## config.mk

```make
export PLATFORM = sky130hd
export DESIGN_NAME = register_tree_kv
export DESIGN_NICKNAME = d
export VERILOG_FILES = /design/src/rtl/register_tree_kv.sv
export SDC_FILE = /design/constraint.sdc
export NUM_CORES = 2
export LEC_CHECK = 0
export CELL_PAD_IN_SITES_DETAIL_PLACEMENT = 0
export CELL_PAD_IN_SITES_GLOBAL_PLACEMENT = 1
export CORE_MARGIN = 8
export CORE_UTILIZATION = 35
export DETAILED_ROUTE_END_ITERATION = 10
export PLACE_DENSITY = 0.65
export REMOVE_ABC_BUFFERS = 1
export SYNTH_ARGS = -nofsm -noshare
export SYNTH_HDL_FRONTEND = slang
export SYNTH_SLANG_ARGS = --single-unit
```

## constraint.sdc

```tcl
create_clock -name i_CLK -period 34.7 [get_ports i_CLK]
set_input_delay 6.94 -clock i_CLK [delete_from_list [all_inputs] [get_ports i_CLK]]
set_output_delay 6.94 -clock i_CLK [all_outputs]
set_load 0.005 [all_outputs]
```

## src/rtl/register_tree_kv.sv

```systemverilog
// ============================================================================
// register_tree_kv -- heap-ordered key/payload priority queue built from a
// register tree sorted by alternating-level compare-swap.   Revision 1.0
// ============================================================================
`default_nettype none

module register_tree_kv #(
  parameter int   LEVELS    = 4,
  parameter int   KEY_WIDTH = 16,
  parameter int   VAL_WIDTH = 8,
  parameter logic MIN_FIRST = 1'b0,
  parameter logic ENQ_ENA   = 1'b1
) (
  input  logic                 i_CLK,
  input  logic                 i_RST,
  input  logic                 i_wrt,
  input  logic                 i_read,
  input  logic [KEY_WIDTH-1:0] i_key,
  input  logic [VAL_WIDTH-1:0] i_val,
  output logic                 o_ready,
  output logic [KEY_WIDTH-1:0] o_key,
  output logic [VAL_WIDTH-1:0] o_val,
  output logic                 o_full,
  output logic                 o_empty,
  output logic [LEVELS-1:0]    o_count,
  output logic                 o_err
);

  localparam int QUEUE_SIZE = (1 << LEVELS) - 1;
  localparam int BUSY_W     = $clog2(LEVELS + 1);

  typedef struct packed {
    logic                 vld;
    logic [KEY_WIDTH-1:0] key;
    logic [VAL_WIDTH-1:0] val;
  } node_t;

  node_t nodes   [QUEUE_SIZE];
  node_t staged  [QUEUE_SIZE];
  node_t swapped [QUEUE_SIZE];

  logic [LEVELS-1:0] count, count_nxt, last;
  logic [BUSY_W-1:0] busy, busy_nxt;
  logic              phase, err;
  logic              full, empty, accept, do_enq, do_deq, do_rep, bad;
  logic [LEVELS-1:0] par, lch, rch, win;

  // Invalid nodes always lose; equal keys never displace the parent.
  function automatic logic beats(input node_t a, input node_t b);
    if (!a.vld) return 1'b0;
    if (!b.vld) return 1'b1;
    return MIN_FIRST ? (a.key < b.key) : (a.key > b.key);
  endfunction

  assign full   = (count == LEVELS'(QUEUE_SIZE));
  assign empty  = (count == '0);
  assign last   = count - 1'b1;
  assign accept = o_ready & (i_wrt | i_read);
  assign do_enq = accept & i_wrt & ~i_read & ~full & ENQ_ENA;
  assign do_deq = accept & i_read & ~i_wrt & ~empty;
  assign do_rep = accept & i_wrt & i_read;
  assign bad    = accept & ((i_wrt & ~i_read & (full | ~ENQ_ENA)) |
                            (i_read & ~i_wrt & empty));

  always_comb begin
    staged    = nodes;
    count_nxt = count;
    busy_nxt  = (busy != '0) ? busy - 1'b1 : '0;
    if (do_enq) begin
      staged[count] = {1'b1, i_key, i_val};
      count_nxt     = count + 1'b1;
      busy_nxt      = BUSY_W'(LEVELS);
    end else if (do_deq) begin
      // With a single entry last == 0, so the second write clears the root.
      staged[0]    = nodes[last];
      staged[last] = '0;
      count_nxt    = last;
      busy_nxt     = BUSY_W'(2);
    end else if (do_rep) begin
      staged[0] = {1'b1, i_key, i_val};
      if (empty) count_nxt = LEVELS'(1);
      busy_nxt  = BUSY_W'(2);
    end
  end

  // Compare-swap runs on the post-operation image so sorting never pauses.
  always_comb begin
    swapped = staged;
    par     = '0;
    lch     = '0;
    rch     = '0;
    win     = '0;
    for (int lv = 0; lv < LEVELS - 1; lv++) begin
      if (phase == lv[0]) begin
        for (int j = 0; j < (1 << lv); j++) begin
          par = LEVELS'((1 << lv) - 1 + j);
          lch = LEVELS'(2 * ((1 << lv) - 1 + j) + 1);
          rch = LEVELS'(2 * ((1 << lv) - 1 + j) + 2);
          win = par;
          if (beats(staged[lch], staged[win])) win = lch;
          if (beats(staged[rch], staged[win])) win = rch;
          if (win != par) begin
            swapped[par] = staged[win];
            swapped[win] = staged[par];
          end
        end
      end
    end
  end

  always_ff @(posedge i_CLK or posedge i_RST) begin
    if (i_RST) begin
      for (int i = 0; i < QUEUE_SIZE; i++) nodes[i] <= '0;
      count <= '0;
      busy  <= '0;
      phase <= 1'b0;
      err   <= 1'b0;
    end else begin
      nodes <= swapped;
      count <= count_nxt;
      busy  <= busy_nxt;
      phase <= ~phase;
      err   <= bad;
    end
  end

  assign o_ready = (busy == '0);
  assign o_key   = nodes[0].vld ? nodes[0].key : '0;
  assign o_val   = nodes[0].vld ? nodes[0].val : '0;
  assign o_full  = full;
  assign o_empty = empty;
  assign o_count = count;
  assign o_err   = err;

endmodule

`default_nettype wire

```

## Yosys cells after proc, flatten, opt, wreduce, memory -nomap -nowiden

Cells that the tools add are included.

| cells by class | value |
|---|---|
| divide/modulo/power cells | 0 |
| shift-type cells | 0 |
| add/subtract/negate cells | 3 |
| reduce and logical (&&, ||, !) cells | 16 |
| equal/unequal tests | 7 |
| multipliers | 0 |
| muxes and demuxes | 261 |
| magnitude comparators | 39 |
| bitwise logic cells | 38 |

Operator list:

| kind | number |
|---|---|
| 375-bit two-way mux | 15 |
| 375-bit bitwise mux | 8 |
| 25-bit binary-select mux with 4-bit select | 15 |
| 25-bit two-way mux | 41 |
| 25-bit demux with 4-bit select | 9 |
| 375-bit AND | 1 |
| 375-bit NOT | 1 |
| 350-bit two-way mux | 1 |
| 16-bit > comparator | 14 |
| 1-bit two-way mux | 135 |
| 4-bit two-way mux | 28 |
| 5-bit >= comparator, second input constant | 16 |
| 4-bit NOT with 5-bit output | 16 |
| 5-bit by 1-bit less-than comparator with 1-bit output, second input constant | 9 |
| 3-bit two-way mux | 6 |
| 16-bit two-way mux | 1 |
| 1-bit AND | 13 |
| 4-bit by 3-bit != test with 1-bit output, second input constant | 3 |
| 1-bit logical AND | 9 |
| 3-bit nonzero test | 3 |
| 8-bit two-way mux | 1 |
| 4-bit by 2-bit != test with 1-bit output, second input constant | 2 |
| 1-bit NOT | 5 |
| 4-bit by 1-bit adder with 4-bit output, second input constant | 1 |
| 10 further kinds | 11 |

| word-level totals | value |
|---|---|
| input port bits | 28 |
| memory bits (read-only) | 0 |
| output and inout bits | 32 |
| flip-flop bits (word level) | 384 |
| word-level logic and storage cells | 413 |
| memories | 0 |
| bits in latches | 0 |
| bits in writable memories | 0 |

## Depth between registers and ports, before layout

| logic depth | value |
|---|---|
| depth in word-level cells | 57 |
| depth in mapped cells | 35 |
| depth with buffers taken out | 27 |

## Least setup slack after synthesis

OpenSTA, ideal clock, no wires.

| path | value |
|---|---|
| path kind | input port to flip-flop |
| start point | input i_read |
| end point | register nodes[279] (netlist bit) |
| library setup time | 0.147 ns |
| data required time | 34.553 ns |
| cell stages on the path | 28 |
| buffers on the path | 9 |
| data arrival time | 13.184 ns |
| setup slack | 21.369 ns |
| cells stage by stage | clkbuf_2 > nand2b_1 > buf_2 > nor4_1 > buf_2 > buf_2 > buf_1 > a22o_1 > ha_1 > a21oi_1 > o21ai_0 > a221o_1 > o31a_1 > o21ai_1 > clkbuf_1 > clkbuf_1 > buf_2 > a21oi_1 > ha_1 > nand4_1 > nor4_1 > nor3_1 > o31a_1 > o31ai_4 > clkbuf_1 > nor2_1 > a2111oi_0 > a311oi_1 |

RTL lines:

| what | RTL line | RTL |
|---|---|---|
| from (decl) | 17 | `input logic i_read,` |
| to (signal assigned) | 119 | `nodes <= swapped;` |
| to (decl) | 38 | `node_t nodes [QUEUE_SIZE];` |

==> out/qor.yml <==
grt:
  grt_pass1_wl_um: 221000
  grt_overflow: 0
  grt_util_all_layers_pct: 28.0
  antenna_found_initial: 6
  grt_max_degree: 86
  grt_pass1_vias: 30700
routing:
  vias: 32300
  via_per_inst: 6.28
  ant_nets: 0
  first_pass_iters: 6
  drcViolationCount: 0
  wl_per_cell_um: 29.4
  drt_wl_total_um: 151000
  drt_iter0_markers: 3770
pwr:
  pwr_density_cell_nw_per_um2: 114
  power.total_uw: 4230
  ir_drop_mv: 0.0534
  p_leak_uw: 0.0162
setup_path:
  crit_top_cell: "a21oi_1"
  cpMaxStageDelayCell: "o21ai_4"
  critPathArrivalTime_ps: 15690
  cp_cell_sequence: "clkdlybuf4s50_1 -> nand2b_1 -> nor4_2 -> buf_4 -> nor2_2 -> a22o_1 -> ha_1 -> a21oi_1 -> o21ai_0 -> a221o_1 -> o31a_1 -> o21ai_4 -> nor2_1 -> a21oi_1 -> ha_1 -> a21oi_1 -> o21ai_0 -> a221oi_1 -> nor2_1 -> o31ai_4 -> buf_4 -> nand3b_1 -> o22ai_1 -> a221o_1"
  crit_fanout: 48
  critPathKind: "in2reg"
  crit_path_start_kind: "input port"
  end_kind: "flop"
  required_ps: 35250
  r2r_cells: 27
  r2r_slack_ps: 24700
  reg2reg_from: "o_count[0]$_DFFE_PP0P_"
  max_stage_delay_ps: 910
  reg2reg_to: "nodes[371]$_DFF_PP0_"
  cp_top_family: "compound AO/OA/AOI/OAI gates"
  critPathBufInv: 3
sta:
  worst_slew_pin_slew_ps: 1200
  slew_headroom_pct: 19.6
  hold_viol_final: 0
  tns_ps: 0
  skew_ps: 15.7
  fin_crit_ps: 15140
  slew_violations: 0
  setup_viol: 0
  fmax_ghz: 0.0660
  rsz0062_at_grt: "false"
  period_share_pct: 43.6
yosys:
  syn_area_sq_um: 33200
  synth_seq_area_share_pct: 28.9
  ys.flop_type: "dfrtp_1"
  async_reset_ff_share_pct: 100
  synth_cell_types: 95
  synth_edf_count: 0
  syn_inst: 3925
  yosys_warnings: 0
  yosys_register_bits: 384
  avgSynthCellArea_sq_um: 8.47
die:
  coreArea_sq_um: 94600
  row_count: 113
  dieArea_sq_um: 105000
  die_width_um: 324
  num_io_pins: 60
  die_h_um: 324
  start_util_pct: 35.2
outcome:
  status: "finished, final reports clean"
cells_and_area:
  num-fill-cells: 9514
  areaGrowthSynthToFinish_pct: 11.2
  post-route-util_pct: 39.1
  nNetsFinal: 4094
  final_layout_size_suffix_gt1_share_pct: 12.3
clock_network:
  clockBufferDepth: 3
  post_cts_resized: 0
  htreeDepth: 2
  worstSkewPairLatency_ps: 620
  ctsHoldBuffers: 0
  numCtsBuffers: 49
  cts_root_buf: "clkbuf_16"
  clock-sinks: 384
  post_cts_buffers: 0
  cts_tree: "yes"
  clkSlewWorstSetupHoldPaths_ps: 60
worst_hold_path:
  hold_path_depth: 2
  hp-start: "nodes[179]$_DFF_PP0_"
  hold_class: "reg2reg"
  worstHoldEndpoint: "nodes[179]$_DFF_PP0_"
place:
  hpwl_um: 115000
  io_buffer_count: 59
  place_congestion: 0.988
flow_run:
  drv_cap: 0
worst min-delay path, delay by kind of cell (launching register included):
kind            cells  cell delay, ps
flops               1             380
compound gates      1              90
simple gates        1              90
cell usage in the layout (no fill, tap or decap), types with 15 or more instances in the layout:
cell type	count
a22o_1	81
o221ai_1	36
ha_1	228
nand3_1	50
a21o_1	54
a22oi_1	93
mux2i_1	233
buf_4	134
or2_2	16
dfrtp_1	382
a31oi_1	32
and2_1	66
nor2_1	320
inv_1	149
clkbuf_8	15
mux2_2	93
nand4_1	50
o21a_1	21
o22ai_1	60
and3_1	24
mux4_2	75
a211oi_1	64
a21oi_1	345
clkbuf_16	51
o21ai_0	192
a221o_1	36
clkdlybuf4s50_1	59
nor2b_1	20
a221oi_1	23
nand2_1	513
o211ai_1	28
nor3_1	44
cell type report:
cell class / instances / area (sq um) / share of cell area [%]
antenna: 3 / 7.51 / 0.0203
clock inverter: 13 / 169 / 0.457
sequential: 384 / 9620 / 26.0
clock buffer: 75 / 1520 / 4.10
inverter: 155 / 589 / 1.59
timing repair buffer: 194 / 1620 / 4.37
tap: 1265 / 1580 / 4.28
multi-input combinational: 3053 / 21900 / 59.1
power by group:
group          internal (uW)  switching, uW  leakage [uW]
sequential               652            245       0.00488
combinational           1080           1690        0.0105
clock                    329            229      0.000839
total                   2060           2170        0.0162
worst max-delay path by stage:
| stage | cells after the start | start | to |
|---|---|---|---|
| detailed placement | 24 | i_wrt | nodes[293]$_DFF_PP0_ |
| floorplan | 21 | i_read | nodes[176]$_DFF_PP0_ |
| global route | 24 | i_wrt | nodes[297]$_DFF_PP0_ |
| CTS | 24 | i_wrt | nodes[293]$_DFF_PP0_ |
| global placement | 24 | i_wrt | nodes[293]$_DFF_PP0_ |
| finish | 24 | i_wrt | nodes[293]$_DFF_PP0_ |
cell usage after synthesis (11+ instances only):
library cell | count | area (sq um)
or2_2 | 16 | 100
o31a_1 | 13 | 114
and3_1 | 24 | 150
a21oi_1 | 346 | 1730
mux2_2 | 93 | 1050
o211ai_1 | 28 | 210
a221o_1 | 36 | 360
a211oi_1 | 64 | 480
inv_1 | 150 | 563
a2bb2oi_1 | 11 | 96.3
o21ai_0 | 193 | 966
mux4_2 | 75 | 1690
nand3_1 | 50 | 250
o21ai_1 | 13 | 65.1
dfrtp_1 | 384 | 9610
a22o_1 | 81 | 709
a21boi_0 | 13 | 97.6
nor3_1 | 44 | 220
buf_1 | 22 | 82.6
ha_1 | 229 | 2870
a31oi_1 | 32 | 200
a2111oi_0 | 11 | 96.3
a221oi_1 | 23 | 201
nor3b_1 | 12 | 90.1
o21a_1 | 21 | 158
o31ai_1 | 11 | 82.6
o221ai_1 | 36 | 315
nand2_1 | 513 | 1930
and2_1 | 66 | 413
mux2i_1 | 233 | 2330
nor2_1 | 332 | 1250
o22ai_1 | 60 | 375
nor2b_1 | 21 | 131
a21o_1 | 54 | 405
a22oi_1 | 94 | 706
buf_2 | 88 | 440
clkbuf_1 | 212 | 796
nand4_1 | 50 | 313
metal layers:
layer | GRT usage, % | vias up | wire (um)
li1 | - | 14400 | -
met1 | 40.7 | 16000 | 67100
met2 | 40.6 | 1719 | 62800
met3 | 6.75 | 257 | 15600
met4 | 9.19 | 2 | 5480
met5 | 0 | - | 11
cell families (layout without fill, tap and decap cells):
kind of cell             count (synthesis)  count (layout)  share of synthesized area, %
multiplexers                           403             403                          15.3
other                                    0               3                             0
AO/OA/AOI/OAI                         1223            1223                          24.8
buffers and inverters                  488             437                          5.96
flip-flops                             384             384                          28.9
AND/OR/NAND/NOR                       1196            1196                          16.4
XOR/XNOR                                 2               2                        0.0527
adder cells (fa/ha/maj)                229             229                          8.62
flip-flops by register name (all words and copies together) (netlist names):
| signal | flops |
|---|---|
| nodes | 375 |
| o_err | 1 |
| phase | 1 |
| o_count | 4 |
| busy | 3 |
per-stage QoR:
stage          hold slack, ps  cell area, sq um  setup WS [ps]  instances
4_1_cts                   601             37000          19630       5139
3_3_place_gp              570             35300          18990       5051
3_5_place_dp              581             35300          18970       5051
5_1_grt                   622             37000          19010       5140
2_1_floorplan             519             31900          13230       3592
6_report                  594             37000          19560       5142
Note: power is estimated with default switching activity, not from simulation.
==> patch (same flow settings) <==
Put one more register stage on the output `o_count`, without a reset. The value now appears one clock later. The other outputs are not delayed to match.
--- a/src/rtl/register_tree_kv.sv
+++ b/src/rtl/register_tree_kv.sv
@@ -130,5 +130,7 @@
   assign o_full  = full;
   assign o_empty = empty;
-  assign o_count = count;
+  always_ff @(posedge i_CLK) begin
+    o_count <= count;
+  end
   assign o_err   = err;
 
Function: not settled (the Yosys comparison gave no result); the edit may change what the design does.
==> patch against the unedited design <==
Count of clock-buffer cells in the layout down 5; combinational power about the same; sequential power barely moved; synthesized area is 0.24% higher; critical path type unchanged; routed wire length is 0.31% higher; power barely moved; cell count up 0.18%; setup slack gained 0.16 ns; worst hold slack lost 0.075 ns; sequential cell count increased by 4; sequential share of layout area rose by 0.14 points; cell area is 0.30% higher; non-clock buffer count rose by 6.
==> patch: results (changes against the unedited design) <==
| Metric | Value |
|---|---|
| Outcome | finished clean (unchanged) |
| Wire per inst | 29.4 µm (about the same) |
| H-tree levels | 2 (unchanged) |
| Worst skew pair latency | 0.64 ns (was 0.62 ns) |
| TritonCTS buffer count | 48 (was 49) |
| Total GRT Usage | 27.4% (was 28.0%) |
| Clock skew | 0.0409 ns (was 0.0157 ns) |
| Via density | 6.22 (was 6.28) |
| Largest net degree at the start of global routing | 96 (was 86) |
| Detailed Place HPWL | 116000 µm (was 115000 µm) |
| IO Port Bufs | 59 (unchanged) |
| Setup Fix Bufs, Post-CTS | 0 (unchanged) |
| CP max FO | 31 (was 48) |
| Reg2reg setup slack | 25.38 ns (was 24.70 ns) |
| Rel. slew slack | 18.6% (was 19.6%) |
| Synth top cells by count | nand2_1, dfrtp_1, a21oi_1 (unchanged) |
| Largest regs | nodes (375), count (4), o_count (4) |
| Largest cells by area after synthesis | dfrtp_1, ha_1, mux2i_1, nand2_1, a21oi_1 (unchanged) |
| CP Data Arrival Time | 15.49 ns (was 15.69 ns) |
| Root buffer cell | clkbuf_16 (unchanged) |
| Initial antenna violation count | 4 (was 6) |
| Post-cts repair resize count | 0 (unchanged) |
| Post-synthesis sequential area ratio | 29.1% (was 28.9%) |
| Netlist cell types | 96 (was 95) |
| Vias in the first global route | 30500 (was 30700) |
| DRT Pass-1 Iters | 7 (was 6) |
| Hold Path Stages | 0 (was 2) |
| Clk slew on worst S/H paths | 0.06 ns (about the same) |
| Synth warn | 0 (unchanged) |
| Initial DRC Count | 3989 (was 3770) |
| Reg2Reg Depth | 29 (was 27) |
| GP Congestion | 0.976 (was 0.988) |
| First-pass GRT wire length | 221000 µm (about the same) |
| Worst hold-check path type | flip-flop to flip-flop (unchanged) |
| VDD IR max | 0.0000558 V (was 0.0000534 V) |
| Async SR Flop Fraction | 99.0% (was 100%) |
| Fin crit period | 14.98 ns (was 15.14 ns) |
| Layout Nets | 4103 (was 4094) |
| Clock tree buffer depth | 3 (unchanged) |
| P_leak | 0.0162 µW (about the same) |
| Fraction of layout cells with a size suffix above 1 | 12.5% (was 12.3%) |
==> patch: changes by cell type in the layout (fill, tap and decap cells not counted), sizes merged <==
cell,delta
buf,+6
bufinv,+1
clkbuf,-5
clkinv,+3
clkinvlp,+2
dfxtp,+4
diode,-1
inv,-1
==> patch: cell families (layout without fill, tap and decap cells) <==
group	count (synthesis)	after routing	share of synthesized area, %
XOR/XNOR	2	2	0.0526
AND/OR/NAND/NOR	1196	1196	16.3
other	0	2	0
AO/OA/AOI/OAI	1223	1223	24.7
flip-flops	388	388	29.1
adder cells (fa/ha/maj)	229	229	8.60
buffers and inverters	488	443	5.94
multiplexers	403	403	15.3
==> patch: critical path, stage by stage <==
cell and delay [ns]:
clkdlybuf4s50_1 0.76, nand2b_1 0.47, nor4_4 0.34, buf_4 0.41, nor2_2 0.07, buf_4 0.24, a22o_1 0.28, inv_1 0.18
ha_1 0.18, nand4_1 0.10, nor2_1 0.33, o211ai_1 0.17, a21o_1 0.20, a31oi_1 0.30, o21a_1 0.61, buf_4 0.40
o21ai_0 0.15, ha_1 0.34, nand4_1 0.19, nor4_1 0.37, nor3_1 0.10, o31ai_1 0.15, a31oi_4 0.30, buf_4 0.33
inv_2 0.26, nand3_2 0.65, mux2_1 0.58
==> patch: report_power, final <==
part | switching [µW] | internal [µW] | total [µW] | leakage (µW)
Combinational | 1690 | 1080 | 2770 | 0.0105
Sequential | 239 | 659 | 898 | 0.00492
Clock | 229 | 328 | 556 | 0.000835
Total | 2160 | 2070 | 4230 | 0.0162
==> patch: metal layers <==
layer	routed length, µm	GRT usage, %	up-vias	share of wire (%)
li1	-	-	14400	-
met1	68100	39.7	15900	45
met2	63900	40.4	1560	42
met3	15300	6.89	196	10
met4	4180	7.13	4	2.8
met5	34	0	-	0.022
==> patch: per-stage QoR <==
stage	hold WS, ns	area, µm²	total power, µW	setup slack [ns]	std cells
6_report	0.519	37100	4230	19.72	5151
3_3_place_gp	0.513	35400	3590	19.21	5061
3_5_place_dp	0.514	35400	3590	19.19	5061
2_1_floorplan	0.519	31900	2610	13.23	3596
5_1_grt	0.548	37100	4490	19.26	5150
4_1_cts	0.529	37100	4160	19.84	5149
==> patch: final cells by class <==
type	instances	area, µm²
inverters	155	589
fillers	9726	57700
diodes	2	5.00
flip-flops and latches	388	9700
well taps	1265	1580
clock buffers	70	1460
multi-input cells	3053	21900
clock inverters	18	235
repair buffers	200	1650
==> patch: path summary, 6_finish.rpt <==
path	start	to
min in group asynchronous	i_RST	nodes[86]
max	i_wrt	nodes[98]
min	count[3]	o_count[3]
min reg2reg	count[3]	o_count[3]
max in group asynchronous	i_RST	phase
max reg2reg	count[1]	nodes[371]
